File: src/rtl/autocorr_pkg.sv
// Shared types and helpers for the autocorrelator: lag-agreement metric,
// accumulator width derivation and the history fill state.
package autocorr_pkg;

  typedef enum logic [0:0] {
    FILL = 1'b0,
    RUN  = 1'b1
  } state_e;

  function automatic int acc_width(input int frame_words);
    return $clog2(3 * frame_words + 1) + 1;
  endfunction

  // +3 when all three bits match, -3 when none do.
  function automatic logic signed [2:0] agree(input logic [2:0] x, input logic [2:0] y);
    logic [2:0] diff;
    logic [1:0] pc;
    diff = x ^ y;
    pc   = {1'b0, diff[0]} + {1'b0, diff[1]} + {1'b0, diff[2]};
    return signed'(3'd3 - {pc, 1'b0});
  endfunction

endpackage

File: src/rtl/autocorrelator_if.sv
// Word input and frame-result output bundle of the autocorrelator.
interface autocorrelator_if #(
  parameter int MAX_LAG = 2,
  parameter int ACC_W   = 6
);
  logic [2:0]               word_in;
  logic                     word_valid;
  logic [MAX_LAG*ACC_W-1:0] corr_out;
  logic                     res_valid;
  logic                     res_ready;
  logic                     overrun;

  modport master (
    output word_in, word_valid, res_ready,
    input  corr_out, res_valid, overrun
  );

  modport slave (
    input  word_in, word_valid, res_ready,
    output corr_out, res_valid, overrun
  );
endinterface

File: src/rtl/autocorrelator_lag_history.sv
// Shift buffer of the last MAX_LAG accepted words plus the FILL/RUN tracker
// that tells which lags already have a valid partner word.
module lag_history
  import autocorr_pkg::*;
#(
  parameter int MAX_LAG = 2
) (
  input  logic               clk,
  input  logic               rst,
  input  logic [2:0]         word_i,
  input  logic               valid_i,
  output logic [2:0]         hist_o [MAX_LAG],
  output logic [MAX_LAG-1:0] eligible_o
);

  localparam int CNT_W = $clog2(MAX_LAG + 1);
  localparam logic [CNT_W-1:0] CNT_MAX = CNT_W'(MAX_LAG);

  state_e           state_q, state_d;
  logic [CNT_W-1:0] cnt_q, cnt_d;
  logic [2:0]       hist_q [MAX_LAG];
  logic [2:0]       hist_d [MAX_LAG];

  always_ff @(posedge clk or posedge rst) begin
    if (rst) begin
      state_q <= FILL;
      cnt_q   <= '0;
      for (int i = 0; i < MAX_LAG; i++) hist_q[i] <= 3'd0;
    end else begin
      state_q <= state_d;
      cnt_q   <= cnt_d;
      hist_q  <= hist_d;
    end
  end

  always_comb begin
    state_d = state_q;
    cnt_d   = cnt_q;
    case (state_q)
      FILL: begin
        if (valid_i) begin
          cnt_d = cnt_q + CNT_W'(1);
          if (cnt_d == CNT_MAX) state_d = RUN;
          else                  state_d = FILL;
        end else begin
          state_d = FILL;
        end
      end
      RUN:     state_d = RUN;
      default: state_d = FILL;
    endcase
  end

  always_comb begin
    hist_d = hist_q;
    if (valid_i) begin
      hist_d[0] = word_i;
      for (int i = 1; i < MAX_LAG; i++) hist_d[i] = hist_q[i-1];
    end else begin
      hist_d = hist_q;
    end
  end

  // Lag k needs k earlier words in the buffer before it may accumulate.
  always_comb begin
    eligible_o = '0;
    for (int k = 1; k <= MAX_LAG; k++) begin
      eligible_o[k-1] = (state_q == RUN) || (cnt_q >= CNT_W'(k));
    end
  end

  assign hist_o = hist_q;

endmodule

File: src/rtl/autocorrelator.sv
// Per-lag bitwise agreement accumulator over fixed frames, with a one-deep
// valid/ready result register that drops (and flags) results under backpressure.
module autocorrelator
  import autocorr_pkg::*;
#(
  parameter int FRAME_WORDS = 8,
  parameter int MAX_LAG     = 2,
  parameter int ACC_W       = acc_width(FRAME_WORDS)
) (
  input logic             clk,
  input logic             rst,
  autocorrelator_if.slave bus
);

  localparam int FC_W = $clog2(FRAME_WORDS);
  localparam logic [FC_W-1:0] LAST = FC_W'(FRAME_WORDS - 1);

  logic [2:0]               hist_s [MAX_LAG];
  logic [MAX_LAG-1:0]       elig_s;
  logic signed [2:0]        agree_s [MAX_LAG];
  logic signed [ACC_W-1:0]  sum_s [MAX_LAG];
  logic signed [ACC_W-1:0]  acc_q [MAX_LAG];
  logic signed [ACC_W-1:0]  acc_d [MAX_LAG];
  logic [FC_W-1:0]          frame_q, frame_d;
  logic [MAX_LAG*ACC_W-1:0] corr_q, corr_d;
  logic                     res_valid_q, res_valid_d;
  logic                     overrun_q, overrun_d;

  lag_history #(.MAX_LAG(MAX_LAG)) u_hist (
    .clk        (clk),
    .rst        (rst),
    .word_i     (bus.word_in),
    .valid_i    (bus.word_valid),
    .hist_o     (hist_s),
    .eligible_o (elig_s)
  );

  // Running sums including the current word; hist_s[k-1] is the word k strobes back.
  always_comb begin
    for (int k = 0; k < MAX_LAG; k++) begin
      agree_s[k] = agree(bus.word_in, hist_s[k]);
      if (elig_s[k]) sum_s[k] = acc_q[k] + $signed({{(ACC_W-3){agree_s[k][2]}}, agree_s[k]});
      else           sum_s[k] = acc_q[k];
    end
  end

  always_comb begin
    acc_d       = acc_q;
    frame_d     = frame_q;
    corr_d      = corr_q;
    res_valid_d = res_valid_q;
    overrun_d   = 1'b0;
    if (res_valid_q && bus.res_ready) res_valid_d = 1'b0;
    else                              res_valid_d = res_valid_q;
    if (bus.word_valid) begin
      if (frame_q == LAST) begin
        frame_d = '0;
        for (int k = 0; k < MAX_LAG; k++) acc_d[k] = '0;
        // A result can load only if the slot is empty or being emptied now.
        if (!res_valid_q || bus.res_ready) begin
          for (int k = 0; k < MAX_LAG; k++) corr_d[k*ACC_W +: ACC_W] = sum_s[k];
          res_valid_d = 1'b1;
        end else begin
          overrun_d = 1'b1;
        end
      end else begin
        frame_d = frame_q + FC_W'(1);
        acc_d   = sum_s;
      end
    end else begin
      acc_d = acc_q;
    end
  end

  always_ff @(posedge clk or posedge rst) begin
    if (rst) begin
      for (int k = 0; k < MAX_LAG; k++) acc_q[k] <= '0;
      frame_q     <= '0;
      corr_q      <= '0;
      res_valid_q <= 1'b0;
      overrun_q   <= 1'b0;
    end else begin
      acc_q       <= acc_d;
      frame_q     <= frame_d;
      corr_q      <= corr_d;
      res_valid_q <= res_valid_d;
      overrun_q   <= overrun_d;
    end
  end

  assign bus.corr_out  = corr_q;
  assign bus.res_valid = res_valid_q;
  assign bus.overrun   = overrun_q;

endmodule

File: src/flat_wrapper.sv
// flat-port wrapper written by rule: the top's interface ports become plain ports
module autocorrelator_flat import autocorr_pkg::*;
#(
  parameter int FRAME_WORDS = 8,
  parameter int MAX_LAG     = 2,
  parameter int ACC_W       = acc_width(FRAME_WORDS)
)
  (clk, rst, bus_word_in, bus_word_valid, bus_res_ready, bus_corr_out, bus_res_valid, bus_overrun);
  autocorrelator_if #(.MAX_LAG(MAX_LAG), .ACC_W(ACC_W)) bus_i ();
  input logic clk;
  input logic rst;
  input wire logic [$bits(bus_i.word_in)-1:0] bus_word_in;
  input wire logic [$bits(bus_i.word_valid)-1:0] bus_word_valid;
  input wire logic [$bits(bus_i.res_ready)-1:0] bus_res_ready;
  output wire logic [$bits(bus_i.corr_out)-1:0] bus_corr_out;
  output wire logic [$bits(bus_i.res_valid)-1:0] bus_res_valid;
  output wire logic [$bits(bus_i.overrun)-1:0] bus_overrun;
  assign bus_i.word_in = bus_word_in;
  assign bus_i.word_valid = bus_word_valid;
  assign bus_i.res_ready = bus_res_ready;
  assign bus_corr_out = bus_i.corr_out;
  assign bus_res_valid = bus_i.res_valid;
  assign bus_overrun = bus_i.overrun;
  autocorrelator #(.FRAME_WORDS(FRAME_WORDS), .MAX_LAG(MAX_LAG), .ACC_W(ACC_W)) u_core (.clk(clk), .rst(rst), .bus(bus_i));
endmodule
File: config.mk
export PLATFORM = sky130hd
export DESIGN_NAME = autocorrelator_flat
export DESIGN_NICKNAME = d
export VERILOG_FILES = /design/src/rtl/autocorr_pkg.sv /design/src/rtl/autocorrelator_if.sv /design/src/rtl/autocorrelator_lag_history.sv /design/src/rtl/autocorrelator.sv /design/src/flat_wrapper.sv
export SDC_FILE = /design/constraint.sdc
export NUM_CORES = 1
export LEC_CHECK = 0
export ABC_AREA = 1
export CAP_MARGIN = 20
export CORE_MARGIN = 2
export CORE_UTILIZATION = 25
export CTS_CLUSTER_DIAMETER = 40
export DETAILED_ROUTE_END_ITERATION = 8
export GPL_TIMING_DRIVEN = 1
export PLACE_DENSITY = 0.54
export RECOVER_POWER = 50
export SLEW_MARGIN = 20
export SYNTH_ARGS = -nofsm -noshare
export SYNTH_HDL_FRONTEND = slang
export SYNTH_SLANG_ARGS = --single-unit
File: constraint.sdc
create_clock -name clk -period 1.9 [get_ports clk]
set_input_delay 0.38 -clock clk [delete_from_list [all_inputs] [get_ports clk]]
set_output_delay 0.38 -clock clk [all_outputs]
set_load 0.05 [all_outputs]
==> results of run 1 <==
-- cell usage after synthesis, drive strengths merged --
cell | number | area (sq um)
xor2 | 4 | 35.0
ha | 14 | 175
nand3 | 23 | 115
o22ai | 4 | 25.0
inv | 33 | 126
fa | 4 | 80.1
a21oi | 8 | 40.0
or2 | 3 | 18.8
dfrtp | 38 | 951
a22o | 1 | 8.76
xnor2 | 7 | 61.3
clkbuf | 1 | 3.75
nor2 | 9 | 57.6
nand3b | 2 | 15.0
o21ai | 19 | 95.1
a31oi | 1 | 6.26
nand4 | 1 | 6.26
buf | 2 | 15.0
nand2 | 79 | 299
-- kinds of logic after synthesis --
kind of cell	after synthesis
DFF	38
xor gates and xnor gates	11
AOI/OAI and AO/OA	33
and+or+nand+nor	117
adders and majority gates	18
buffers and inverters	36
-- routing by layer --
metal  vias up  share of wire (%)  GRT usage, %  routed length (um)
met1       816                 48          16.0                2360
met2        29                 47          19.0                2290
met5         -                  0             0                   0
li1        891                  -             -                   -
met3         7                3.8          3.18                 188
met4         0                1.1          3.17                  55
-- stage by stage --
step	setup slack (ns)	instances	instance area, sq um
floorplan	-0.116	253	2190
global placement	-0.810	389	2590
detailed placement	-0.805	389	2590
CTS	-0.232	398	2880
global route	-0.341	399	2940
finish	-0.235	399	2940
-- what timing repair did --
action | in CTS | in global routing
pin swaps | 17 | 11
hold buffers | 0 | 0
setup endpoints to repair | 20 | 22
resized for setup | 39 | 15
cloned | 0 | 0
buffers inserted | 1 | 1
-- worst reg2reg max path: stages (launching register included) --
cell and delay, ns:
dfrtp_1 0.42, xnor2_2 0.19, fa_2 0.48, buf_4 0.16, ha_4 0.26, nand2_2 0.06, nand2_4 0.07, nand3_2 0.07
nand3_1 0.09, nand3_2 0.10, nand3_2 0.11, nand2_1 0.05
-- worst max path at each step --
stage                              to  slack, ns                    start  cells past startpoint
2_1_floorplan        u_core.acc_q[10]      -0.12  u_core.u_hist.hist_o[4]                     10
3_3_place_gp          u_core.acc_q[7]      -0.81           bus_word_in[1]                      8
3_5_place_dp          u_core.acc_q[7]      -0.81           bus_word_in[1]                      8
4_1_cts              u_core.acc_q[10]      -0.23  u_core.u_hist.hist_o[5]                     10
5_1_grt        u_core.bus.corr_out[5]      -0.34  u_core.u_hist.hist_o[5]                     11
6_report       u_core.bus.corr_out[5]      -0.24  u_core.u_hist.hist_o[5]                     11
-- registers in the layout (all words and copies together) (netlist names) --
register / count
u_core.acc_q: 12
u_core.bus.corr_out: 12
u_core.u_hist.hist_o: 6
u_core.frame_q: 3
u_core.u_hist.cnt_q: 2
u_core.bus.overrun: 1
u_core.bus.res_valid: 1
u_core.u_hist.state_q: 1
-- final cells by class --
| type | count | area [sq um] |
|---|---|---|
| clock buffers | 5 | 68.8 |
| multi-input cells | 179 | 1280 |
| flip-flops and latches | 38 | 951 |
| fillers | 850 | 5320 |
| clock inverters | 3 | 68.8 |
| repair buffers | 36 | 307 |
| inverters | 33 | 131 |
| well taps | 105 | 131 |
-- power by group --
group	switching (uW)	total, uW	internal, uW
clock	309	835	526
sequential	233	1310	1080
combinational	1570	2740	1170
total	2110	4890	2780
==> out/summary.txt, run 1 <==
Hold EP = u_core.bus.corr_out[9]
Leakage Power = 0.00145 uW
Delay of the slowest critical-path stage = 0.48 ns
Hpwl dp = 3500 um
Num rows = 33
Worst hold start = u_core.bus.corr_out[9]
Syn Area/Cell = 8.44 sq um
CP required = 2.09 ns
Min-Delay Path Class = reg -> reg
Leading cell type in the layout, fill and taps excluded = nand2_1
Distinct cells, synth = 26
DR vias = 1743
WL/cell = 12.3 um
Utilization after layout = 35.6%
Antenna Nets Post-Route = 0
Synth warn = 0
DRT iter0 DRCs = 109
Clock Latency Late Sink = 0.30 ns
Crit path kind = reg -> reg
Max-cap violations = 0
Crit-path max FO = 3
Largest family of logic cells by synthesized area = simple AND/OR/NAND/NOR gates
Most Frequent Cell on Critical Path = nand3_2
Worst vdd ir = 0.000509 V
Die width = 96.4 um
N_diodes = 0
Sink Count = 38
Buffer and inverter count on the worst path = 1
# H-tree levels = 2
Post-Synth XOR/XNOR Area = 4.51%
Fmax = 468 MHz
Final worst slack = -0.235 ns
Die Ht = 96.4 um
Gr usage total = 11.9%
Final Hold Vio Count = 0
Power, Total = 4890 uW
Number of global-route vias before repair = 1796
Layout area overhead = 37.7%
Initial antenna violation count = 0
Synth Area in Compound Gates = 8.21%
Slew HR = 35.6%
Gr ovfl total = 0
RSZ-0062 raised after global routing = true
First-pass GRT wire length = 8430 um
Post-synthesis mux area share = 0%
Setup crit start kind = register
Routability congestion estimate = 0.752
CP delay by family, top = adder cells
Post-layout nets = 318
Synth Cell Area = 0.00213 sq mm
R2R Path End = u_core.bus.corr_out[5]
Tightest Pin Transition = 0.965 ns
Maximum root-to-sink buffer count = 2
Largest net degree at the start of global routing = 39
Worst Path Arrival = 2.33 ns
Crit. End Element = register
R2r startpoint = u_core.u_hist.hist_o[5]
Post-synthesis simple-gate area fraction = 24.0%
Share of layout cells above drive strength 1 = 30.3%
Worst Hold Depth = 2
Root Buffer = clkbuf_8
DIE AREA = 0.00929 sq mm
Pwr Density = 1660 mW/mm^2
Number of synthesized register bits = 38
Starting Density = 25.8%
Worst Skew = 0.00944 ns
DRC = 0
Worst-path clk slew = 0.08 ns
Inserted Clock Buffers = 5
Seq/Total Area, Yosys = 44.5%
R2R Setup Slk = -0.24 ns
Final min period = 2.14 ns
CTS tree = done
IO Port Bufs = 20
Final setup vio count = 20
Status = finished, violations left
Failing checks = negative setup slack
Gate Count Post-Synth = 253
Synth Area in Adders = 12.0%
Via density = 4.37
Worst path cell trace = xnor2_2, fa_2, buf_4, ha_4, nand2_2, nand2_4, nand3_2, nand3_1, nand3_2, nand3_2, nand2_1
Crit path max-delay cell type = fa_2
Slew Viols, Final = 0
Syn Nets = 278
Final setup TNS = -3.05 ns
Most frequent cells in the layout = nand2_1, dfrtp_1, inv_1
IO Pins = 21
Tcrit/Tclk final = 112%
Drt pass-1 iters = 4
Core area = 0.00826 sq mm
Drt total wl = 4890 um
Worst hold margin = 0.480 ns
FF-to-FF path depth = 11
Power figures use the tool's default switching activity.
==> run 2: changes to the inputs <==
--- a/config.mk
+++ b/config.mk
@@ -10,9 +10,10 @@
 export CORE_MARGIN = 2
 export CORE_UTILIZATION = 25
 export CTS_CLUSTER_DIAMETER = 40
+export CTS_CLUSTER_SIZE = 24
 export DETAILED_ROUTE_END_ITERATION = 8
 export GPL_TIMING_DRIVEN = 1
-export PLACE_DENSITY = 0.54
+export PLACE_DENSITY_LB_ADDON = 0.2
 export RECOVER_POWER = 50
 export SLEW_MARGIN = 20
 export SYNTH_ARGS = -nofsm -noshare
==> out/summary.txt, run 2 (same netlist as run 1, synthesis figures left out) <==
Routability congestion estimate = 0.740 (-1.6%)
Drt pass-1 iters = 3 (-1)
Post-layout nets = 318 (unchanged)
Gr usage total = 11.8% (-0.10 points)
Num rows = 33 (unchanged)
Drt total wl = 4900 um (+0.12%)
Number of global-route vias before repair = 1756 (-2.2%)
Share of layout cells above drive strength 1 = 26.5% (-3.7 points)
Inserted Clock Buffers = 5 (unchanged)
Post-Place Cells = 386 (-0.77%)
Via density = 4.38 (+0.23%)
DRT iter0 DRCs = 33 (-70%)
Initial antenna violation count = 0 (unchanged)
Crit-path max FO = 2 (-1)
Worst Path Arrival = 2.37 ns (+0.04 ns)
Register area = 951 sq um (unchanged)
Leading cell type in the layout, fill and taps excluded = nand2_1
IO Port Bufs = 20 (unchanged)
Sink Count = 38 (unchanged)
Slew Viols, Final = 0 (unchanged)
RSZ-0062 raised after global routing = true
Status = finished, violations left
Final Cell Area = 0.00284 sq mm (-3.3%)
Min-Delay Path Class = reg -> reg
Crit. End Element = register
Fmax = 472 MHz (+0.79%)
Tightest Pin Transition = 0.997 ns (+0.0318 ns)
Gr ovfl total = 0 (unchanged)
DIE AREA = 0.00929 sq mm (unchanged)
Root Buffer = clkbuf_8
Final worst slack = -0.218 ns (+0.0167 ns)
First-pass GRT wire length = 8330 um (-1.2%)
Pwr Density = 1590 mW/mm^2 (-4.6%)
# hold bufs at CTS = 0 (unchanged)
Layout area overhead = 33.2%
Clock Latency Late Sink = 0.31 ns (about the same)
Placed Area = 0.00258 sq mm (-0.29%)
Area of the multi-input gates = 0.00123 sq mm (-4.3%)
CP required = 2.15 ns (+0.06 ns)
DRC = 0 (unchanged)
Final Hold Vio Count = 0 (unchanged)
Crit path kind = reg -> reg
Starting Density = 25.8% (unchanged)
WL/cell = 12.3 um (+0.12%)
Slew HR = 33.5% (-2.1 points)
Filler instances = 885 (+4.1%)
Non-filler instance count after layout = 399 (unchanged)
Worst Skew = 0.0105 ns (+0.00109 ns)
Final setup vio count = 20 (unchanged)
Die width = 96.4 um (unchanged)
# H-tree levels = 2 (unchanged)
Leakage Power = 0.00144 uW (-0.48%)
Most frequent cells in the layout = nand2_1, dfrtp_1, inv_1
Antenna Nets Post-Route = 0 (unchanged)
Worst vdd ir = 0.000382 V (-25%)
DR vias = 1747 (+0.23%)
Final min period = 2.12 ns (-0.0167 ns)
Worst hold start = u_core.bus.corr_out[5]
Setup crit start kind = register
Largest net degree at the start of global routing = 39 (unchanged)
Worst-path clk slew = 0.09 ns (about the same)
N_diodes = 0 (unchanged)
Failing checks = negative setup slack
Max-cap violations = 0 (unchanged)
Core area = 0.00826 sq mm (unchanged)
CTS tree = done
Tcrit/Tclk final = 111% (-0.88 points)
Hpwl dp = 3390 um (-3.2%)
Die Ht = 96.4 um (unchanged)
Critical Path Source = u_core.u_hist.hist_o[3]
R2r startpoint = u_core.u_hist.hist_o[3]
IO Pins = 21 (unchanged)
Maximum root-to-sink buffer count = 2 (unchanged)
run 2: changes by cell type in the layout (fill, tap and decap cells not counted), moves of 2 or more:
cell / previous run / this run
nand3_2: 10 / 5
nand2_2: 8 / 6
buf_4: 22 / 20
dlygate4sd2_1: 0 / 3
nand2_1: 70 / 73
dlymetal6s2s_1: 2 / 4
bufinv_16: 2 / 0
nand3_1: 12 / 17
clkdlybuf4s15_1: 2 / 0
run 2: power by group:
group | internal (uW) | switching (uW) | total (uW) | leakage [uW]
Combinational | 1110 | 1510 | 2610 | 0.000932
Clock | 258 | 329 | 588 | 0.0000441
Sequential | 1080 | 232 | 1310 | 0.000464
Total | 2440 | 2070 | 4510 | 0.00144
run 2: final cells by class:
type                    count  share of cell area [%]
flip-flops and latches     38                    33.5
clock buffers               5                    2.42
well taps                 105                    4.62
repair buffers             36                    11.0
multi-input cells         179                    43.1
clock inverters             3                   0.748
inverters                  33                    4.62
run 2: metrics by stage:
stage | hold WS, ns | utilization, % | setup WS, ns | setup TNS (ns) | power (uW)
finish | 0.485 | 34.4 | -0.218 | -2.76 | 4510
global route | 0.513 | 34.4 | -0.335 | -5.13 | 4930
CTS | 0.430 | 33.5 | -0.236 | -2.83 | 4360
detailed placement | 0.470 | 31.2 | -0.836 | -14.67 | 3540
global placement | 0.461 | 31.2 | -0.782 | -14.37 | 3520
floorplan | 0.448 | - | -0.116 | -0.880 | 2910
run 2: what timing repair did:
action,in CTS,in global routing
setup endpoints to repair,20,24
buffers inserted,1,4
resized for setup,23,19
pin swaps,7,6
run 2: worst paths after layout:
| check | endpoint | slack, ns | cells after the start |
|---|---|---|---|
| max in group asynchronous | u_core.u_hist.cnt_q[0] | 0.46 | 3 |
| min reg2reg | u_core.bus.corr_out[5] | 0.48 | 2 |
| max | u_core.acc_q[10] | -0.22 | 10 |
| min in group asynchronous | u_core.bus.corr_out[6] | 0.80 | 3 |
| min | u_core.bus.corr_out[5] | 0.48 | 2 |
| max reg2reg | u_core.acc_q[10] | -0.22 | 10 |
run 2: critical path, stage by stage (launching register included):
cell      delay (ns)
dfrtp_1         0.41
xnor2_2         0.16
fa_2            0.60
inv_2           0.04
fa_2            0.34
inv_2           0.07
nand3_2         0.07
a21oi_2         0.11
nand3b_1        0.13
nand3_1         0.08
nand2_1         0.07
run 2: routing by layer:
metal / part of all wire [%] / track usage, % / up-vias
li1: - / - / 896
met1: 47 / 15.1 / 821
met2: 48 / 19.5 / 20
met3: 3.0 / 2.56 / 10
met4: 2.0 / 4.58 / 0
met5: 0 / 0 / -
